===== src/rtl/led_ctrl_pkg.sv =====
// Shared types for the LED shift-register controller: frame width,
// controller state encoding and requester id.
package led_ctrl_pkg;

   localparam int FRAME_W = 16;

   typedef enum logic [2:0] {
      IDLE     = 3'd0,
      LOAD     = 3'd1,
      SHIFT_LO = 3'd2,
      SHIFT_HI = 3'd3,
      DONE     = 3'd4
   } state_t;

   typedef enum logic {
      ID_A = 1'b0,
      ID_B = 1'b1
   } gnt_id_t;

endpackage


===== src/rtl/led_rr_arb.sv =====
// Two-way round-robin arbiter. A lone request is granted directly; when
// both requesters ask, the one not served last wins. After reset A has
// priority. The grant is committed when 'take' is high.
module led_rr_arb
   import led_ctrl_pkg::*;
(
   input  logic       clk,
   input  logic       rst_n,
   input  logic [1:0] req,
   input  logic       take,
   output logic [1:0] gnt,
   output gnt_id_t    last_id
);

   logic    r_prio_b;
   gnt_id_t r_last_id;

   // One-hot grant: contention is resolved by the priority flag
   always_comb begin
      gnt = req;
      if (req == 2'b11) begin
         gnt = r_prio_b ? 2'b10 : 2'b01;
      end
   end

   // Commit the grant: the side just served loses priority next time
   always_ff @(posedge clk) begin
      if (!rst_n) begin
         r_prio_b  <= 1'b0;
         r_last_id <= ID_A;
      end else if (take && (gnt != 2'b00)) begin
         r_prio_b  <= gnt[0];
         r_last_id <= gnt[1] ? ID_B : ID_A;
      end
   end

   assign last_id = r_last_id;

endmodule


===== src/rtl/led_shift_ctrl.sv =====
// Serialises 16-bit frames from two requesters onto an LED shift-register
// chain (MSB first, inverted data line, chain captures on led_clk rise).
// Optional feature macro: LED_AUTO_REFRESH_EN -- periodically re-sends
// the last frame when the controller is idle.
// All outputs are flops loaded from the current-state decode, so every
// output trails the internal state by one clock.
module led_shift_ctrl
   import led_ctrl_pkg::*;
#(
   parameter int CLK_DIV     = 4,
   parameter int REFRESH_CYC = 1000000
)(
   input  logic               clk,
   input  logic               rst_n,
   input  logic               req_a,
   input  logic               req_b,
   input  logic [FRAME_W-1:0] data_a,
   input  logic [FRAME_W-1:0] data_b,
   output logic               ack_a,
   output logic               ack_b,
   output logic               busy,
   output logic               done,
   output logic               done_id,
   output logic               led_clk,
   output logic               led_dat,
   output logic               led_clr,
   output logic               led_en
);

   localparam logic [7:0] PRE_LD = 8'(CLK_DIV - 1);

   state_t             r_state, w_next;
   logic [7:0]         r_pre;
   logic [3:0]         r_bit;
   logic [FRAME_W-1:0] r_sreg;
   logic [1:0]         w_req, w_gnt;
   logic               w_take, w_refresh, w_pre_zero;
   logic [FRAME_W-1:0] w_ref_frame;
   gnt_id_t            w_last_id;
   logic               w_ack_a, w_ack_b, w_busy, w_done, w_led_clk, w_led_dat;

   assign w_req      = {req_b, req_a};
   assign w_take     = (r_state == IDLE) && (w_req != 2'b00);
   assign w_pre_zero = (r_pre == 8'd0);

   led_rr_arb u_arb (
      .clk     (clk),
      .rst_n   (rst_n),
      .req     (w_req),
      .take    (w_take),
      .gnt     (w_gnt),
      .last_id (w_last_id)
   );

`ifdef LED_AUTO_REFRESH_EN
   localparam int REF_W = (REFRESH_CYC > 1) ? $clog2(REFRESH_CYC) : 1;

   logic [REF_W-1:0]   r_ref_cnt;
   logic               r_ref_pend;
   logic [FRAME_W-1:0] r_last_frame;
   logic               w_ref_tc;

   assign w_ref_tc    = (r_ref_cnt == REF_W'(REFRESH_CYC - 1));
   assign w_refresh   = (r_state == IDLE) && (w_req == 2'b00) && (r_ref_pend || w_ref_tc);
   assign w_ref_frame = r_last_frame;

   // Free-running refresh timer, pending flag, and copy of the last real frame
   always_ff @(posedge clk) begin
      if (!rst_n) begin
         r_ref_cnt    <= '0;
         r_ref_pend   <= 1'b0;
         r_last_frame <= '0;
      end else begin
         r_ref_cnt <= w_ref_tc ? '0 : r_ref_cnt + 1'b1;
         if (w_take || w_refresh) begin
            r_ref_pend <= 1'b0;
         end else if (w_ref_tc) begin
            r_ref_pend <= 1'b1;
         end
         if (w_take) begin
            r_last_frame <= w_gnt[1] ? data_b : data_a;
         end
      end
   end
`else
   logic [31:0] w_unused_refresh;

   assign w_unused_refresh = 32'(REFRESH_CYC);
   assign w_refresh        = 1'b0;
   assign w_ref_frame      = '0;
`endif

   // State register, per-state prescaler (reloaded on every entry) and bit counter
   always_ff @(posedge clk) begin
      if (!rst_n) begin
         r_state <= IDLE;
         r_pre   <= PRE_LD;
         r_bit   <= 4'd0;
      end else begin
         r_state <= w_next;
         if (w_next != r_state) begin
            r_pre <= PRE_LD;
         end else if (!w_pre_zero) begin
            r_pre <= r_pre - 8'd1;
         end
         if (r_state == LOAD) begin
            r_bit <= 4'd0;
         end else if ((r_state == SHIFT_HI) && w_pre_zero) begin
            r_bit <= r_bit + 4'd1;
         end
      end
   end

   // Frame shift register: load on accept or refresh, shift after each high phase
   always_ff @(posedge clk) begin
      if (w_take) begin
         r_sreg <= w_gnt[1] ? data_b : data_a;
      end else if (w_refresh) begin
         r_sreg <= w_ref_frame;
      end else if ((r_state == SHIFT_HI) && w_pre_zero) begin
         r_sreg <= {r_sreg[FRAME_W-2:0], 1'b0};
      end
   end

   // Next state and pre-register output decode; line idles high (logical 0)
   always_comb begin
      w_next    = r_state;
      w_ack_a   = 1'b0;
      w_ack_b   = 1'b0;
      w_busy    = 1'b0;
      w_done    = 1'b0;
      w_led_clk = 1'b1;
      w_led_dat = 1'b1;
      case (r_state)
         IDLE: begin
            if (w_take || w_refresh) begin
               w_next  = LOAD;
               w_ack_a = w_take & w_gnt[0];
               w_ack_b = w_take & w_gnt[1];
            end
         end
         LOAD: begin
            w_busy = 1'b1;
            w_next = SHIFT_LO;
         end
         SHIFT_LO: begin
            w_busy    = 1'b1;
            w_led_clk = 1'b0;
            w_led_dat = ~r_sreg[FRAME_W-1];
            if (w_pre_zero) w_next = SHIFT_HI;
         end
         SHIFT_HI: begin
            w_busy    = 1'b1;
            w_led_dat = ~r_sreg[FRAME_W-1];
            if (w_pre_zero) w_next = (r_bit == 4'd15) ? DONE : SHIFT_LO;
         end
         DONE: begin
            w_busy = 1'b1;
            w_done = 1'b1;
            w_next = IDLE;
         end
         default: w_next = IDLE;
      endcase
   end

   // Output registers; reset forces the chain into clear with the line idle
   always_ff @(posedge clk) begin
      if (!rst_n) begin
         ack_a   <= 1'b0;
         ack_b   <= 1'b0;
         busy    <= 1'b0;
         done    <= 1'b0;
         done_id <= 1'b0;
         led_clk <= 1'b1;
         led_dat <= 1'b1;
         led_clr <= 1'b0;
         led_en  <= 1'b0;
      end else begin
         ack_a   <= w_ack_a;
         ack_b   <= w_ack_b;
         busy    <= w_busy;
         done    <= w_done;
         done_id <= logic'(w_last_id);
         led_clk <= w_led_clk;
         led_dat <= w_led_dat;
         led_clr <= 1'b1;
         led_en  <= 1'b1;
      end
   end

endmodule

===== config.mk =====
export PLATFORM = sky130hd
export DESIGN_NAME = led_shift_ctrl
export DESIGN_NICKNAME = d
export VERILOG_FILES = /design/src/rtl/led_ctrl_pkg.sv /design/src/rtl/led_rr_arb.sv /design/src/rtl/led_shift_ctrl.sv
export SDC_FILE = /design/constraint.sdc
export NUM_CORES = 1
export LEC_CHECK = 0
export CAP_MARGIN = 20
export CORE_ASPECT_RATIO = 1.4
export CORE_MARGIN = 3
export CORE_UTILIZATION = 30
export CTS_BUF_LIST = sky130_fd_sc_hd__clkbuf_4 sky130_fd_sc_hd__clkbuf_8
export CTS_CLUSTER_DIAMETER = 40
export CTS_CLUSTER_SIZE = 14
export DETAILED_ROUTE_END_ITERATION = 8
export HOLD_SLACK_MARGIN = 0.02
export SLEW_MARGIN = 20
export SYNTH_ARGS = -nofsm -noshare
export SYNTH_HDL_FRONTEND = slang
export SYNTH_HIERARCHICAL = 1
export SYNTH_SLANG_ARGS = --single-unit

===== constraint.sdc =====
create_clock -name clk -period 2.07 [get_ports clk]
set_input_delay 0.207 -clock clk [delete_from_list [all_inputs] [get_ports clk]]
set_output_delay 0.207 -clock clk [all_outputs]
set_load 0.01 [all_outputs]

# ---- Yosys cells after proc, flatten, opt, wreduce, memory -nomap -nowiden
# Index checks and enable logic that the tools add are counted.
dict set report totals {
  register_bits 41
  wordCells 56
  output_inout_bits 9
}
dict set report op_classes {
  n_reduce_logical 14
  n_addsub 2
  n_bitwise 4
  eq_ne 7
  mux 15
}
# operator n
set ops {}
lappend ops {{2-to-1 mux 16 bit} 3}
lappend ops {{2-to-1 mux 3 bit} 4}
lappend ops {{one-hot mux 3 bit (4 select lines)} 1}
lappend ops {{logical NOT 8 bit} 1}
lappend ops {{subtractor 8 x 1 -> 8 bit (second input constant)} 1}
lappend ops {{equality test 3 x 2 -> 1 bit (second input constant)} 2}
lappend ops {{nonzero test 2 bit} 3}
lappend ops {{OR reduction 2 bit} 3}
lappend ops {{2-to-1 mux 1 bit} 5}
lappend ops {{adder 4 x 1 -> 4 bit (second input constant)} 1}
lappend ops {{equality test 4 bit (second input constant)} 1}
lappend ops {{2-to-1 mux 2 bit} 2}
lappend ops {{OR reduction 4 bit} 1}
lappend ops {{equality test 3 x 1 -> 1 bit (second input constant)} 1}
lappend ops {{equality test 3 bit (second input constant)} 1}
lappend ops {{logical AND 1 bit} 3}
lappend ops {{logical NOT 3 bit} 1}
lappend ops {{!= test 3 bit} 1}
lappend ops {{AND reduction 3 bit} 1}
lappend ops {{AND 1 bit} 2}
lappend ops {{equality test 2 bit (second input constant)} 1}
lappend ops {{NOT 1 bit} 2}
lappend ops {{AND reduction 2 bit} 1}

# ---- Logic depth before layout (Yosys ltp)
# Gate-level depths: netlist (run 1).
dict set report logic_depth {
  word_depth 6
  ltp_mapped 6
  ltp_nobuf 6
}

# ---- Modules after synthesis
# The synthesis (run 1) kept the hierarchy.
# mod instances area_per_inst_um2 cells_each seq_area_each_um2
set by_module_without_submodules {}
lappend by_module_without_submodules {led_shift_ctrl 1 1779.2 173 940.9}
lappend by_module_without_submodules {led_rr_arb 1 107.6 12 40.0}

# ---- Least setup slack after synthesis (run 1)
# OpenSTA, ideal clock, no wires.
dict set report synth_path {
  path_type {flip-flop to flip-flop}
  from {register r_pre[0]}
  to {register r_sreg[0] (enable)}
  required_time_ps 1695
  t_arrival_ps 1467
  path_stages_with_launch 6
  setup_ps 375
  path_slack_ps 228
  path_cell_list {dfxtp_1 inv_1 ha_1 nor3b_2 nand3_1 nand2b_1}
}
dict set report synth_between {
  elab_chain_len 3
}
# element line
set synth_lines {}
lappend synth_lines {{start, declared} led_shift_ctrl.sv:33} ;# logic [7:0] r_pre;
lappend synth_lines {{start signal, assigned} led_shift_ctrl.sv:104} ;# r_pre <= r_pre - 8'd1;
lappend synth_lines {{logical NOT 8 bit} led_shift_ctrl.sv:44} ;# assign w_pre_zero = (r_pre == 8'd0);
lappend synth_lines {{logical AND 1 bit} led_shift_ctrl.sv:120} ;# end else if ((r_state == SHIFT_HI) && w_pre_zero) begin
lappend synth_lines {{nonzero test 2 bit (no line)} --}
lappend synth_lines {{end signal, assigned} led_shift_ctrl.sv:117} ;# r_sreg <= w_gnt[1] ? data_b : data_a;
lappend synth_lines {{end signal, assigned} led_shift_ctrl.sv:119} ;# r_sreg <= w_ref_frame;
lappend synth_lines {{end signal, assigned} led_shift_ctrl.sv:121} ;# r_sreg <= {r_sreg[FRAME_W-2:0], 1'b0};
lappend synth_lines {{end, declared} led_shift_ctrl.sv:35} ;# logic [FRAME_W-1:0] r_sreg;
# No other way between the ends.
# A chain may end at the register's enable or synchronous reset.

# ---- Worst setup path in the final report (run 1)
dict set report layout_path {
  from {register r_pre[0]}
  to {register r_pre[1]}
}
dict set report layout_between {
  elab_chain_len 5
  elab_cells_between_ends 7
  cone_classes {1 x add/sub; 1 x eq/ne; 3 x mux; 2 x reduce/logical}
}
# element line
set layout_lines {}
lappend layout_lines {{logical NOT 8 bit} led_shift_ctrl.sv:44}
lappend layout_lines {{2-to-1 mux 3 bit (on tied branches)} {led_shift_ctrl.sv:155, led_shift_ctrl.sv:150}}
lappend layout_lines {{one-hot mux 3 bit (4 select lines)} led_shift_ctrl.sv:134} ;# case (r_state)
lappend layout_lines {{!= test 3 bit} led_shift_ctrl.sv:101} ;# if (w_next != r_state) begin
lappend layout_lines {{OR reduction 2 bit (no line)} --}
# Several ways; a longest one is shown, not always the timed one.

==> flow_metrics.tcl, run 1 <==
set metrics [dict create \
    outcome "complete, no violations" \
    syn_to_final_growth_pct 36.1 \
    post_cts_buffers 0 \
    synthCells 185 \
    r2r-start "r_pre[0]" \
    cp-start-kind "flip-flop" \
    setup_tns_ns 0 \
    p_per_area_nw_per_um2 782 \
    dieHeight_um 99.8 \
    register_area_um2 981 \
    critical_path.top_delay_family "simple AND/OR/NAND/NOR gates" \
    grt_max_degree 33 \
    cp_cell_sequence "inv_1 -> ha_1 -> nor3b_2 -> nand2_2 -> or4_1 -> a21o_1" \
    initial_core_util_pct 31.5 \
    synth_fa_ha_area_share_pct 1.99 \
    end_kind "flip-flop" \
    cts_resized 0 \
    grt_pass1_wl_mm 5.87 \
    mostFrequentLayoutCells "44 x clkdlybuf4s50_1, 29 x nor2_1, 25 x dfxtp_1" \
    cp_num_buf_inv 1 \
    crit_start "r_pre[0]" \
    critPathMaxStageDelay_ns 0.50 \
    synth-compound-area-share_pct 9.22 \
    tritoncts "yes" \
    multi_input_area_um2 855 \
    ctsHoldBuffers 0 \
    gp_congestion 0.757 \
    rsz0062_at_grt "no" \
    fmax_mhz 527 \
    fill_cells 589 \
    switching_share_pct 24.2 \
    synth-simple-area-share_pct 19.8 \
    grtUsageTotal_pct 10.3 \
    cts_num_sinks 41 \
    synthXorXnorAreaFrac_pct 4.18 \
    hold_violations 0 \
    cts-buffers-inserted 5 \
    synth_mux_area_share_pct 9.55 \
    ys_ff_latch 41 \
    syn_area_um2 1890 \
    drtAntennaViolNets 0 \
    combPwrFrac_pct 17.5 \
    hold_start "r_sreg[15]" \
    gr-total-overflow 0 \
    worstSetupPathType "flip-flop to flip-flop" \
    cts_max_path_buffers 2 \
    leakage_nw 0.992 \
    die_w_um 73.0 \
    yosysSeqAreaShare_pct 52.0 \
    antenna_cells 0 \
    worstPathRequired_ns 2.26 \
    core_um2 5990 \
    h-tree-depth 2 \
    hold_class "flip-flop to flip-flop" \
    setup_viol 0 \
    drcViolationCount 0 \
    critPathMaxFanout 7 \
    drt_iter0_drc 73 \
    synth.distinct_cells 39 \
    p_clk_share_pct 33.5 \
    ios 45 \
    synthesis.nets 224 \
    cp_slowest_cell "or4_1" \
    p_int_mw 1.52 \
    max-vdd-ir-drop_mv 0.262 \
    fp.dieArea_um2 7290 \
    fin_worst_skew_ns 0.00901 \
    syn_area_per_cell_um2 10.2 \
    vias 1451 \
    drt-pass1-iter-count 4 \
    pwr-share-seq_pct 49.0 \
    wl_per_cell_um 11.9 \
    drive_above_1_share_pct 9.01 \
    final_common_cell "clkdlybuf4s50_1" \
    drv_cap 0 \
    drv_slew 0 \
    portBuffers 44 \
    root_buffer "clkbuf_8" \
    hpwl_mm 2.76 \
    p_sw_mw 0.487 \
    clkTransAtPathRegs_ns 0.08 \
    finalPower_mw 2.01 \
    cp.arrival_ns 2.09 \
    antenna_found_initial 0 \
    finalCriticalPeriod_ns 1.90 \
    num_rows 33 \
    final_nets 271 \
    finalCritPeriodShare_pct 91.7 \
    relSlewSlack_pct 65.6 \
    viasPerCell 4.79 \
    worst_pin_slew_ns 0.511 \
    yosysWarnings 6 \
    drt_wl_total_mm 3.62 \
    clock_latency_ns 0.30 \
    grt_pass1_vias 1361 \
    synth_top_family_by_area "simple AND/OR/NAND/NOR gates" \
]
[state kept, by name, summed over array words and instances, names as in the netlist]
register        count
led_dat             1
done                1
led_clk             1
u_arb/last_id       1
done_id             1
ack_b               1
led_en              1
r_pre               8
u_arb/r_prio_b      1
r_bit               4
busy                1
ack_a               1
r_sreg             16
r_state             3
[final cells by class]
cell class | count | share of cell area, %
Tap cell | 70 | 3.41
Clock inverter | 2 | 1.46
Sequential cell | 41 | 38.2
Multi-Input combinational cell | 129 | 33.3
Timing Repair Buffer | 49 | 19.6
Clock buffer | 6 | 3.21
Inverter | 6 | 0.877
[worst register-to-register path, cell delays in order (launching register included)]
cell	delay, ns
dfxtp_1	0.35
inv_1	0.09
ha_1	0.17
nor3b_2	0.34
nand2_2	0.17
or4_1	0.50
a21o_1	0.19
[cells in the mapped netlist]
master	instances	area [µm²]
nor2_1	30	113
dfxtp_1	25	500
a21oi_1	18	90.1
mux2i_1	18	180
edfxtp_1	16	480
nand2_1	7	26.3
inv_1	6	22.5
clkbuf_1	5	18.8
xor2_1	5	43.8
and3_1	4	25.0
nand3_1	4	20.0
nor2b_1	4	25.0
o21ai_0	4	20.0
xnor2_1	4	35.0
ha_1	3	37.5
nand4_1	3	18.8
nor3_1	3	15.0
nor4_1	3	18.8
buf_2	2	10.0
nand2b_1	2	12.5
a21boi_0	1	7.51
a21o_1	1	7.51
and2_1	1	6.26
and2_2	1	7.51
and3b_1	1	8.76
buf_1	1	3.75
buf_4	1	7.51
nand2_2	1	6.26
nor3b_2	1	12.5
nor4_2	1	12.5
nor4_4	1	21.3
o211a_1	1	10.0
o211ai_1	1	7.51
o21bai_1	1	7.51
o31ai_1	1	7.51
o32ai_2	1	16.3
or2b_1	1	7.51
or4_1	1	7.51
or4_2	1	8.76
[cells by family (layout without fill, tap and decap cells)]
logic type / Yosys count / in the layout
and+or+nand+nor: 70 / 70
DFF: 41 / 41
AOI/OAI and AO/OA: 29 / 29
muxes: 18 / 18
buffers and inverters: 15 / 63
xor gates and xnor gates: 9 / 9
adders and majority gates: 3 / 3
[power groups by stage]
stage	Sequential, mW	Combinational (mW)	Clock [mW]
2_1_floorplan	0.993	0.201	0
3_3_place_gp	1.00	0.352	0
3_5_place_dp	1.00	0.356	0
4_1_cts	0.987	0.357	0.693
5_1_grt	0.994	0.390	0.731
6_report	0.985	0.351	0.674
[per-stage QoR]
stage | util (%) | instances | worst slack [ns] | hold slack (ns) | instance area, µm²
after floorplan | - | 185 | 0.228 | 0.235 | 1890
after global placement | 40.9 | 295 | 0.208 | 0.420 | 2450
after detailed placement | 40.9 | 295 | 0.171 | 0.418 | 2450
after CTS | 42.9 | 303 | 0.165 | 0.434 | 2570
after global routing | 42.9 | 303 | 0.0557 | 0.449 | 2570
final | 42.9 | 303 | 0.171 | 0.434 | 2570
[final timing paths]
path	end	slack [ns]	cells after the start
setup / recovery	r_pre[1]	0.17	6
hold / removal	led_dat	0.43	1
setup reg to reg	r_pre[1]	0.17	6
hold reg to reg	led_dat	0.43	1
[routing by layer]
| metal | wire (µm) | GRT usage, % | vias to the layer above | share of wire [%] |
|---|---|---|---|---|
| met1 | 1520 | 11.3 | 662 | 42 |
| met5 | 0 | 0 | - | 0 |
| met3 | 177 | 3.61 | 5 | 4.9 |
| met2 | 1860 | 17.6 | 40 | 51 |
| met4 | 57 | 4.69 | 0 | 1.6 |
| li1 | - | - | 744 | - |
No activity file was read; power rests on OpenSTA's default activity.
==> inputs of run 2 (changes only) <==
--- a/config.mk
+++ b/config.mk
@@ -19,3 +19,4 @@
 export SYNTH_HDL_FRONTEND = slang
 export SYNTH_HIERARCHICAL = 1
 export SYNTH_SLANG_ARGS = --single-unit
+export TNS_END_PERCENT = 30
==> results of run 2 <==
The final DEF is identical to that of run 1; final timing and power are the same.
==> inputs of run 3 (changes only) <==
--- a/config.mk
+++ b/config.mk
@@ -14,6 +14,7 @@
 export CTS_CLUSTER_SIZE = 14
 export DETAILED_ROUTE_END_ITERATION = 8
 export HOLD_SLACK_MARGIN = 0.02
+export PLACE_DENSITY = 0.6
 export SLEW_MARGIN = 20
 export SYNTH_ARGS = -nofsm -noshare
 export SYNTH_HDL_FRONTEND = slang
==> results of run 3 <==
The final DEF is identical to that of run 1; final timing and power are the same.
